`src/rtl/cpu_types_pkg.sv`:
```
// Shared CPU types: machine word, fetch sequencer states and reset PC.
package cpu_types_pkg;

    localparam int unsigned WORD_W = 32;

    typedef logic [WORD_W-1:0] word_t;

    localparam word_t PC_RESET = 32'h0000_0000;

    typedef enum logic [1:0] {
        FETCH  = 2'd0,
        EXEC   = 2'd1,
        DMEM   = 2'd2,
        HALTED = 2'd3
    } fetch_state_t;

    // Instruction addresses are word aligned; drop the byte offset.
    function automatic word_t align_word(input word_t addr);
        return {addr[WORD_W-1:2], 2'b00};
    endfunction

endpackage

```
`src/rtl/fetch_request_unit.sv`:
```
// Multicycle fetch/sequencer: owns PC and instruction register, sequences the
// data-memory access of each instruction and latches halt.
module fetch_request_unit
    import cpu_types_pkg::*;
#(
    parameter word_t PC_INIT = PC_RESET
) (
    input  logic  CLK,
    input  logic  nRST,
    input  logic  ihit,
    input  word_t iload,
    input  logic  dhit,
    input  logic  dREN_req,
    input  logic  dWEN_req,
    input  logic  halt_req,
    input  word_t next_pc,
    output logic  imemREN,
    output word_t imemaddr,
    output logic  dmemREN,
    output logic  dmemWEN,
    output word_t imemload,
    output word_t pc,
    output word_t pc_plus4,
    output logic  commit,
    output logic  halt
);

    fetch_state_t state_q, state_d;
    word_t        pc_d, imemload_d;
    logic         dren_d, dwen_d;

    assign imemaddr = pc;

    // Next-state, register updates and the combinational retire strobe.
    always_comb begin
        state_d    = state_q;
        pc_d       = pc;
        imemload_d = imemload;
        dren_d     = dmemREN;
        dwen_d     = dmemWEN;
        commit     = 1'b0;
        case (state_q)
            FETCH: begin
                if (ihit) begin
                    imemload_d = iload;
                    state_d    = EXEC;
                end
            end
            EXEC: begin
                if (halt_req) begin
                    state_d = HALTED;
                end else if (dREN_req || dWEN_req) begin
                    dren_d  = dREN_req & ~dWEN_req;
                    dwen_d  = dWEN_req;
                    state_d = DMEM;
                end else begin
                    commit  = 1'b1;
                    pc_d    = align_word(next_pc);
                    state_d = FETCH;
                end
            end
            DMEM: begin
                if (dhit) begin
                    commit  = 1'b1;
                    pc_d    = align_word(next_pc);
                    dren_d  = 1'b0;
                    dwen_d  = 1'b0;
                    state_d = FETCH;
                end
            end
            HALTED: begin
                state_d = HALTED;
            end
            default: begin
                state_d = FETCH;
            end
        endcase
    end

    // Request and halt flags are registered from the next state so they stay Moore.
    always_ff @(posedge CLK or negedge nRST) begin
        if (!nRST) begin
            state_q  <= FETCH;
            pc       <= PC_INIT;
            pc_plus4 <= PC_INIT + 32'd4;
            imemload <= 32'h0000_0000;
            dmemREN  <= 1'b0;
            dmemWEN  <= 1'b0;
            imemREN  <= 1'b1;
            halt     <= 1'b0;
        end else begin
            state_q  <= state_d;
            pc       <= pc_d;
            pc_plus4 <= pc_d + 32'd4;
            imemload <= imemload_d;
            dmemREN  <= dren_d;
            dmemWEN  <= dwen_d;
            imemREN  <= (state_d == FETCH);
            halt     <= (state_d == HALTED);
        end
    end

endmodule
```
`config.mk`:
```
export PLATFORM = sky130hd
export DESIGN_NAME = fetch_request_unit
export DESIGN_NICKNAME = d
export VERILOG_FILES = /design/src/rtl/cpu_types_pkg.sv /design/src/rtl/fetch_request_unit.sv
export SDC_FILE = /design/constraint.sdc
export NUM_CORES = 1
export LEC_CHECK = 0
export CAP_MARGIN = 20
export CORE_MARGIN = 10
export CORE_UTILIZATION = 40
export DETAILED_ROUTE_END_ITERATION = 8
export PLACE_DENSITY = 0.78
export SLEW_MARGIN = 15
export SYNTH_ARGS = -nofsm -noshare
export SYNTH_HDL_FRONTEND = slang
export SYNTH_SLANG_ARGS = --single-unit
```
`constraint.sdc`:
```
create_clock -name CLK -period 5.05 [get_ports CLK]
set_input_delay 1.01 -clock CLK [delete_from_list [all_inputs] [get_ports CLK]]
set_output_delay 1.01 -clock CLK [all_outputs]
set_load 0.005 [all_outputs]
```
# Yosys cells after proc, flatten, opt, wreduce, memory -nomap -nowiden
# Cells that the tools add are included.
[word_totals] elab_cells=44 in_bits=71 regBits=102 output_inout_bits=133
[op_classes] eq_ne=7 n_reduce_logical=6 mux=20 n_bitwise=2 addsub=1
[ops] cell="two-way mux 32 bit" n=3
[ops] cell="case mux 32 bit (2 select lines)" n=1
[ops] cell="adder 32 x 3 -> 32 bit (second input constant)" n=1
[ops] cell="two-way mux 1 bit" n=8
[ops] cell="two-way mux 2 bit" n=4
[ops] cell="case mux 2 bit (4 select lines)" n=1
[ops] cell="== test 2 bit (second input constant)" n=3
[ops] cell="inequality test 2 bit (second input constant)" n=3
[ops] cell="case mux 1 bit (2 select lines)" n=3
[ops] cell="logical NOT 2 bit" n=2
[ops] cell="AND reduction 4 bit" n=1
[ops] cell="== test 2 x 1 -> 1 bit (second input constant)" n=1
[ops] cell="AND reduction 2 bit" n=1
[ops] cell="nonzero test 2 bit" n=1
[ops] cell="AND 1 bit" n=1
[ops] cell="logical OR 1 bit" n=1
[ops] cell="inverter 1 bit" n=1

# Depth between registers and ports, before layout
# Gate-level depths: netlist (run 1).
[depth] ltp_word=5 depth_mapped=14 ltp_nobuf=11

# Worst setup path before layout (run 1)
# OpenSTA, ideal clock, no wires.
[synth_timing] path_kind="in2reg" from="input port dWEN_req" to="register pc_plus4[31]" path_stages=10 setup_ps=79 setup_slack_ps=1630 arrival_ps=3341 t_required_ps=4971 n_path_buf=3 cell_sequence="nor4b_4 -> o21a_1 -> buf_6 -> buf_6 -> a22oi_1 -> or4_1 -> or4b_1 -> buf_6 -> nor4b_4 -> xor2_1"
[synth_between] elab_chain_len=5
[synth_rtl] item="from (decl)" line="fetch_request_unit.sv:14" source="input logic dWEN_req,"
[synth_rtl] item="logical OR 1 bit" line="fetch_request_unit.sv:52" source="end else if (dREN_req || dWEN_req) begin"
[synth_rtl] item="two-way mux 32 bit" line="fetch_request_unit.sv:52"
[synth_rtl] item="two-way mux 32 bit" line="fetch_request_unit.sv:50" source="if (halt_req) begin"
[synth_rtl] item="case mux 32 bit (2 select lines)" line="fetch_request_unit.sv:42" source="case (state_q)"
[synth_rtl] item="adder 32 x 3 -> 32 bit" line="fetch_request_unit.sv:94" source="pc_plus4 <= pc_d + 32'd4;"
[synth_rtl] item="to (signal assigned)" line="fetch_request_unit.sv:85" source="pc_plus4 <= PC_INIT + 32'd4;"
[synth_rtl] item="to (signal assigned)" line="fetch_request_unit.sv:94"
[synth_rtl] item="to (decl)" line="fetch_request_unit.sv:23" source="output word_t pc_plus4,"
# No other way between the ends.
# A chain may end at the register's enable or synchronous reset.

# Worst setup path in the final report (run 1)
[layout_timing] from="input port dWEN_req" to="register pc_plus4[29]"
# The elaborated chain is that of the path after synthesis.

==> results of run 1 <==
[placed cells by master, fill, tap and decap left out, types with 2 or more instances in the layout]
| cell type | n |
|---|---|
| clkinv_4 | 4 |
| clkinvlp_4 | 2 |
| mux2_2 | 32 |
| clkbuf_8 | 10 |
| and2_1 | 8 |
| nor3b_1 | 2 |
| buf_4 | 9 |
| clkdlybuf4s50_1 | 200 |
| a22oi_1 | 11 |
| dfrtp_1 | 98 |
| or3_1 | 2 |
| nor3_1 | 12 |
| and3_1 | 2 |
| a22oi_2 | 3 |
| o21ai_0 | 2 |
| a22o_1 | 12 |
| nand2_1 | 5 |
| a21oi_1 | 2 |
| nor2_1 | 8 |
| nor4_1 | 2 |
| nand3_1 | 7 |
| xnor2_1 | 16 |
| o211ai_1 | 4 |
| dfstp_2 | 2 |
| o41ai_1 | 3 |
| o21a_1 | 2 |
| ha_1 | 6 |
| or4_1 | 2 |
| inv_1 | 23 |
| nor4b_4 | 2 |
| xor2_1 | 12 |
| or4b_1 | 2 |
[cell usage after synthesis (all sizes together), types with 3 or more instances]
master,instances,area (sq um)
inv,23,86.3
a22oi,14,120
ha,6,75.1
xnor2,16,140
nor4b,3,56.3
or3,3,23.8
nor3,12,60.1
buf,45,330
mux2,32,360
nand2,6,22.5
a22o,12,105
nor4,4,46.3
nand3,7,35.0
nor2,8,30.0
dfrtp,98,2450
and2,8,50.1
o41ai,3,26.3
xor2,12,105
o211ai,4,30.0
[logic make-up (layout without fill, tap and decap cells)]
logic type | count (synthesis) | after routing
AO/OA/AOI/OAI | 45 | 45
XOR/XNOR | 28 | 28
adder cells (fa/ha/maj) | 6 | 6
buffers and inverters | 70 | 248
flip-flops | 100 | 100
multiplexers | 33 | 33
AND/OR/NAND/NOR | 65 | 65
[power groups by stage]
| stage | registers (W) | clock network (W) | logic, W |
|---|---|---|---|
| 6_report | 0.00132 | 0.000467 | 0.00180 |
| 5_1_grt | 0.00136 | 0.000521 | 0.00197 |
| 4_1_cts | 0.00132 | 0.000485 | 0.00184 |
| 3_5_place_dp | 0.00133 | 0 | 0.00183 |
| 3_3_place_gp | 0.00132 | 0 | 0.00179 |
| 2_1_floorplan | 0.00134 | 0 | 0.000811 |
[routing by layer]
layer	wire [um]	share of wire	global-route usage	vias up
met4	199	0.016	0.0569	0
met3	1290	0.10	0.0684	13
met5	0	0	0	-
li1	-	-	-	1511
met2	6090	0.49	0.266	135
met1	4960	0.40	0.180	1601
[critical path, stage by stage]
cell and delay (ns):
clkdlybuf4s50_1 0.61, o21a_1 0.28, or4_1 0.58, a22oi_1 0.25
or4_1 0.54, or4b_1 0.84, nor4_4 0.39, xor2_1 0.17
[sequential cells by signal, indices dropped and copies added (netlist names), named ones only]
signal and count:
imemaddr 30, imemload 32, halt 1, dmemWEN 1
dmemREN 1, state_q 2, pc_plus4 30, imemREN 1
[path summary, 6_finish.rpt]
check / to / slack, ns / cells past startpoint
min reg2reg: pc_plus4[2] / 0.49 / 1
max in group asynchronous: imemload[6] / 3.31 / 2
max reg2reg: pc_plus4[29] / 1.00 / 9
max: pc_plus4[29] / 0.66 / 8
min: pc_plus4[2] / 0.49 / 1
min in group asynchronous: imemload[14] / 0.67 / 1
[cell type report]
class,count,area [sq um]
Fill cell,906,4330
Timing Repair Buffer,209,2070
Tap cell,140,175
Inverter,23,86.3
Clock buffer,10,138
Multi-Input combinational cell,177,1490
Sequential cell,100,2500
Clock inverter,6,50.0
[through the flow]
step / hold WS, ns / setup slack (ns) / total power (W) / cells
2_1_floorplan: 0.467 / 1.63 / 0.00215 / 347
3_3_place_gp: 0.473 / 0.419 / 0.00311 / 649
3_5_place_dp: 0.474 / 0.303 / 0.00316 / 649
4_1_cts: 0.488 / 0.686 / 0.00364 / 665
5_1_grt: 0.517 / 0.396 / 0.00385 / 665
6_report: 0.485 / 0.658 / 0.00358 / 665
==> impl_metrics.json, run 1 <==
{
  "crit_type": "in -> reg",
  "fin_area_sq_um": 6520,
  "gp_congestion": 0.795,
  "insertion_delay_ns": 0.36,
  "tightestPinTransition_ns": 0.747,
  "synth_fa_ha_area_frac": 0.0170,
  "avgSynthCellArea_sq_um": 12.7,
  "timing.rr.start": "state_q[1]",
  "cts_inserted_buffers": 9,
  "diodes": 0,
  "status": "completed",
  "crit_fanout": 15,
  "synth.yosys.seq_area_share": 0.567,
  "hold_path.startpoint": "imemaddr[2]",
  "p_comb_frac": 0.503,
  "rows": 38,
  "drtPass1Iterations": 5,
  "swShare": 0.331,
  "synth_cell_types": 49,
  "ys_seq_elements": 100,
  "maxCapViolations": 0,
  "cts-resized-gates": 0,
  "end_kind": "flop",
  "place_area_sq_um": 6330,
  "root_buffer": "clkbuf_8",
  "synth_xor_area_frac": 0.0555,
  "grt_first_pass_wirelength_um": 20300,
  "die_w_um": 125,
  "seq_power_share": 0.367,
  "powerDensity_nw_per_um2": 550,
  "portBuffers": 201,
  "syn-num-nets": 424,
  "die_h_um": 125,
  "die_area_sq_um": 15600,
  "setup_viol": 0,
  "hold_viol": 0,
  "netlist_area_sq_um": 4420,
  "worstPathRequired_ns": 5.33,
  "start_util": 0.408,
  "routed_wl_um": 12500,
  "tns_ns": 0,
  "cts_buffer_depth": 2,
  "post-dp-hpwl_um": 10000,
  "cts_tree": "built",
  "cts_hold_buf": 0,
  "num_vias": 3260,
  "p_sw_w": 0.00119,
  "synth_edf_count": 0,
  "internal_power_w": 0.00240,
  "core_sq_um": 10800,
  "ir_drop_v": 0.000252,
  "first_iter_violations": 159,
  "detail_route.wl_per_cell_um": 18.9,
  "grt_max_degree": 54,
  "antenna_found_initial": 0,
  "startpoint": "dWEN_req",
  "slew_violations": 0,
  "cts.sinks": 100,
  "slew_headroom": 0.500,
  "ant_nets": 0,
  "synthMuxAreaShare": 0.0838,
  "routed_via_density": 4.90,
  "htreeDepth": 3,
  "hold_path_class": "reg -> reg",
  "fin_util": 0.601,
  "start_kind": "input port",
  "cts_setup_buffers": 0,
  "synthFlopType": "dfrtp_1",
  "clk_pin_slew_ns": 0.09,
  "finalCritPeriodShare": 0.870,
  "power_leakage_nw": 2.90,
  "finClkSkew_ns": 0.0153,
  "area_delta_synth_final_pct": 47.5,
  "layout_min_cycle_time_ns": 4.39,
  "grt_setup_unrepaired": "false",
  "grt_usage": 0.160,
  "route.detailed.drc": 0,
  "arrival_ns": 4.67,
  "synth_top_family_by_area": "simple AND/OR/NAND/NOR gates",
  "fin_nets": 597,
  "clock.fmax_mhz": 228,
  "synth_compound_area_frac": 0.0824,
  "yosysWarnings": 0,
  "yosys.area_share.simple": 0.0983,
  "grt_pass1_vias": 3593,
  "io_pins": 204,
  "p_clk_frac": 0.130,
  "gr-total-overflow": 0,
  "async_flop_share": 1.00,
  "netlist_instances": 347,
  "drive_gt1_frac": 0.131
}
(Power assumes the default switching activity.)
==> run 2: changes to the inputs <==
--- a/config.mk
+++ b/config.mk
@@ -6,7 +6,6 @@
 export NUM_CORES = 1
 export LEC_CHECK = 0
 export CAP_MARGIN = 20
-export CORE_MARGIN = 10
 export CORE_UTILIZATION = 40
 export DETAILED_ROUTE_END_ITERATION = 8
 export PLACE_DENSITY = 0.78
==> impl_metrics.json, run 2 (synthesis gave the netlist of run 1 again) <==
{
  "root_buffer": "clkbuf_8",
  "crit_fanout": 10,
  "multiInputGateArea_sq_um": 1490,
  "worstPathRequired_ns": 5.33,
  "fin_nets": 596,
  "cts_buffer_depth": 2,
  "reg2reg_to": "pc_plus4[29]",
  "finClkSkew_ns": 0.0170,
  "layout_min_cycle_time_ns": 4.39,
  "cts-resized-gates": 0,
  "portBuffers": 201,
  "core_sq_um": 10800,
  "n_fill_cell": 892,
  "timing.rr.start": "state_q[1]",
  "p_clk_frac": 0.131,
  "internal_power_w": 0.00240,
  "cts_setup_buffers": 0,
  "drtPass1Iterations": 4,
  "clk_pin_slew_ns": 0.09,
  "hold_viol": 0,
  "detail_route.wl_per_cell_um": 16.2,
  "p_sw_w": 0.00114,
  "routed_via_density": 4.90,
  "rows": 38,
  "cts_hold_buf": 0,
  "cts_tree": "built",
  "p_comb_frac": 0.499,
  "status": "completed",
  "die_h_um": 107,
  "mostFrequentLayoutCell": "clkdlybuf4s50_1",
  "area_delta_synth_final_pct": 47.2,
  "antenna_found_initial": 0,
  "swShare": 0.322,
  "cts.sinks": 100,
  "grt_setup_unrepaired": "false",
  "slew_violations": 0,
  "grt_pass1_vias": 3297,
  "cts_inserted_buffers": 9,
  "die_area_sq_um": 11500,
  "io_pins": 204,
  "clock.fmax_mhz": 228,
  "end_kind": "flop",
  "finalCritPeriodShare": 0.869,
  "ant_nets": 0,
  "slew_headroom": 0.510,
  "setup_viol": 0,
  "layout_common_cells": "200 x clkdlybuf4s50_1, 98 x dfrtp_1, 32 x mux2_2, 23 x inv_1, 16 x xnor2_1",
  "start_util": 0.409,
  "grt_usage": 0.190,
  "power_leakage_nw": 2.90,
  "regMostFlops": "imemload",
  "routed_wl_um": 10700,
  "tns_ns": 0,
  "num_vias": 3247,
  "ir_drop_v": 0.000245,
  "startpoint": "dWEN_req",
  "grt_max_degree": 61,
  "gp_congestion": 0.769,
  "post-dp-hpwl_um": 8160,
  "first_iter_violations": 130,
  "hold_path_class": "reg -> reg",
  "drive_gt1_frac": 0.126,
  "tightestPinTransition_ns": 0.735,
  "gr-total-overflow": 0,
  "grt_first_pass_wirelength_um": 16800,
  "die_w_um": 107,
  "seq_power_share": 0.371,
  "diodes": 0,
  "rrSetupSlack_ns": 1.06,
  "arrival_ns": 4.67,
  "crit_type": "in -> reg",
  "htreeDepth": 3,
  "ff2ff_path_depth": 9,
  "insertion_delay_ns": 0.36,
  "setup_ws_ns": 0.661,
  "cp-endpoint": "pc_plus4[29]",
  "largest_reg_flops": 32,
  "maxCapViolations": 0,
  "start_kind": "input port",
  "pre_cts_slack_ns": 0.308,
  "regArea_sq_um": 2500,
  "powerDensity_nw_per_um2": 544,
  "fin_util": 0.602,
  "route.detailed.drc": 0
}
[run 2: cell count changes in the layout (fill, tap and decap cells not counted)]
cell / before / now
clkbuf_8: 10 / 11
buf_4: 9 / 7
buf_8: 0 / 1
nand2_1: 5 / 6
nand2_2: 1 / 0
clkinv_2: 0 / 2
clkinv_4: 4 / 0
[run 2: worst min-delay path by stage]
stage	startpoint	to	slack, ns	depth (start not counted)
floorplan	imemaddr[2]	pc_plus4[2]	0.47	1
detailed placement	imemaddr[2]	pc_plus4[2]	0.49	1
CTS	imemaddr[2]	pc_plus4[2]	0.50	1
global placement	imemload[25]	imemload[25]	0.49	1
global route	imemload[16]	imemload[16]	0.52	1
finish	imemaddr[2]	pc_plus4[2]	0.50	1
[run 2: power by group through the flow]
stage | Combinational (W) | Sequential, W | Clock [W]
after floorplan | 0.000811 | 0.00134 | 0
after global placement | 0.00173 | 0.00131 | 0
after detailed placement | 0.00178 | 0.00133 | 0
after CTS | 0.00179 | 0.00132 | 0.000477
after global routing | 0.00191 | 0.00136 | 0.000511
final | 0.00176 | 0.00131 | 0.000462
[run 2: metrics by stage]
| step | power, W | instance area [sq um] | std cells | hold WS (ns) |
|---|---|---|---|---|
| 2_1_floorplan | 0.00215 | 4420 | 347 | 0.467 |
| 5_1_grt | 0.00377 | 6500 | 663 | 0.524 |
| 6_report | 0.00354 | 6500 | 663 | 0.498 |
| 4_1_cts | 0.00358 | 6500 | 663 | 0.503 |
| 3_3_place_gp | 0.00304 | 6310 | 647 | 0.485 |
| 3_5_place_dp | 0.00311 | 6320 | 648 | 0.485 |
[run 2: worst max-delay path, stage by stage]
cell	delay [ns]
clkdlybuf4s50_1	0.53
nor4b_4	0.42
o21a_1	0.51
a22oi_1	0.25
or4_1	0.56
or4b_1	0.82
nor4_4	0.37
xor2_1	0.19
[run 2: per-layer routing]
metal / wire (um) / GRT usage / share of wire
met1: 4430 / 0.229 / 0.41
met2: 5280 / 0.324 / 0.49
met3: 903 / 0.0571 / 0.084
met4: 123 / 0.0626 / 0.011
met5: 0 / 0 / 0
[run 2: area by class of cell]
cell class | instances | area share
inverters | 23 | 0.0133
well taps | 140 | 0.0269
repair buffers | 208 | 0.318
multi-input cells | 177 | 0.229
clock buffers | 11 | 0.0233
flip-flops and latches | 100 | 0.385
clock inverters | 4 | 0.00385
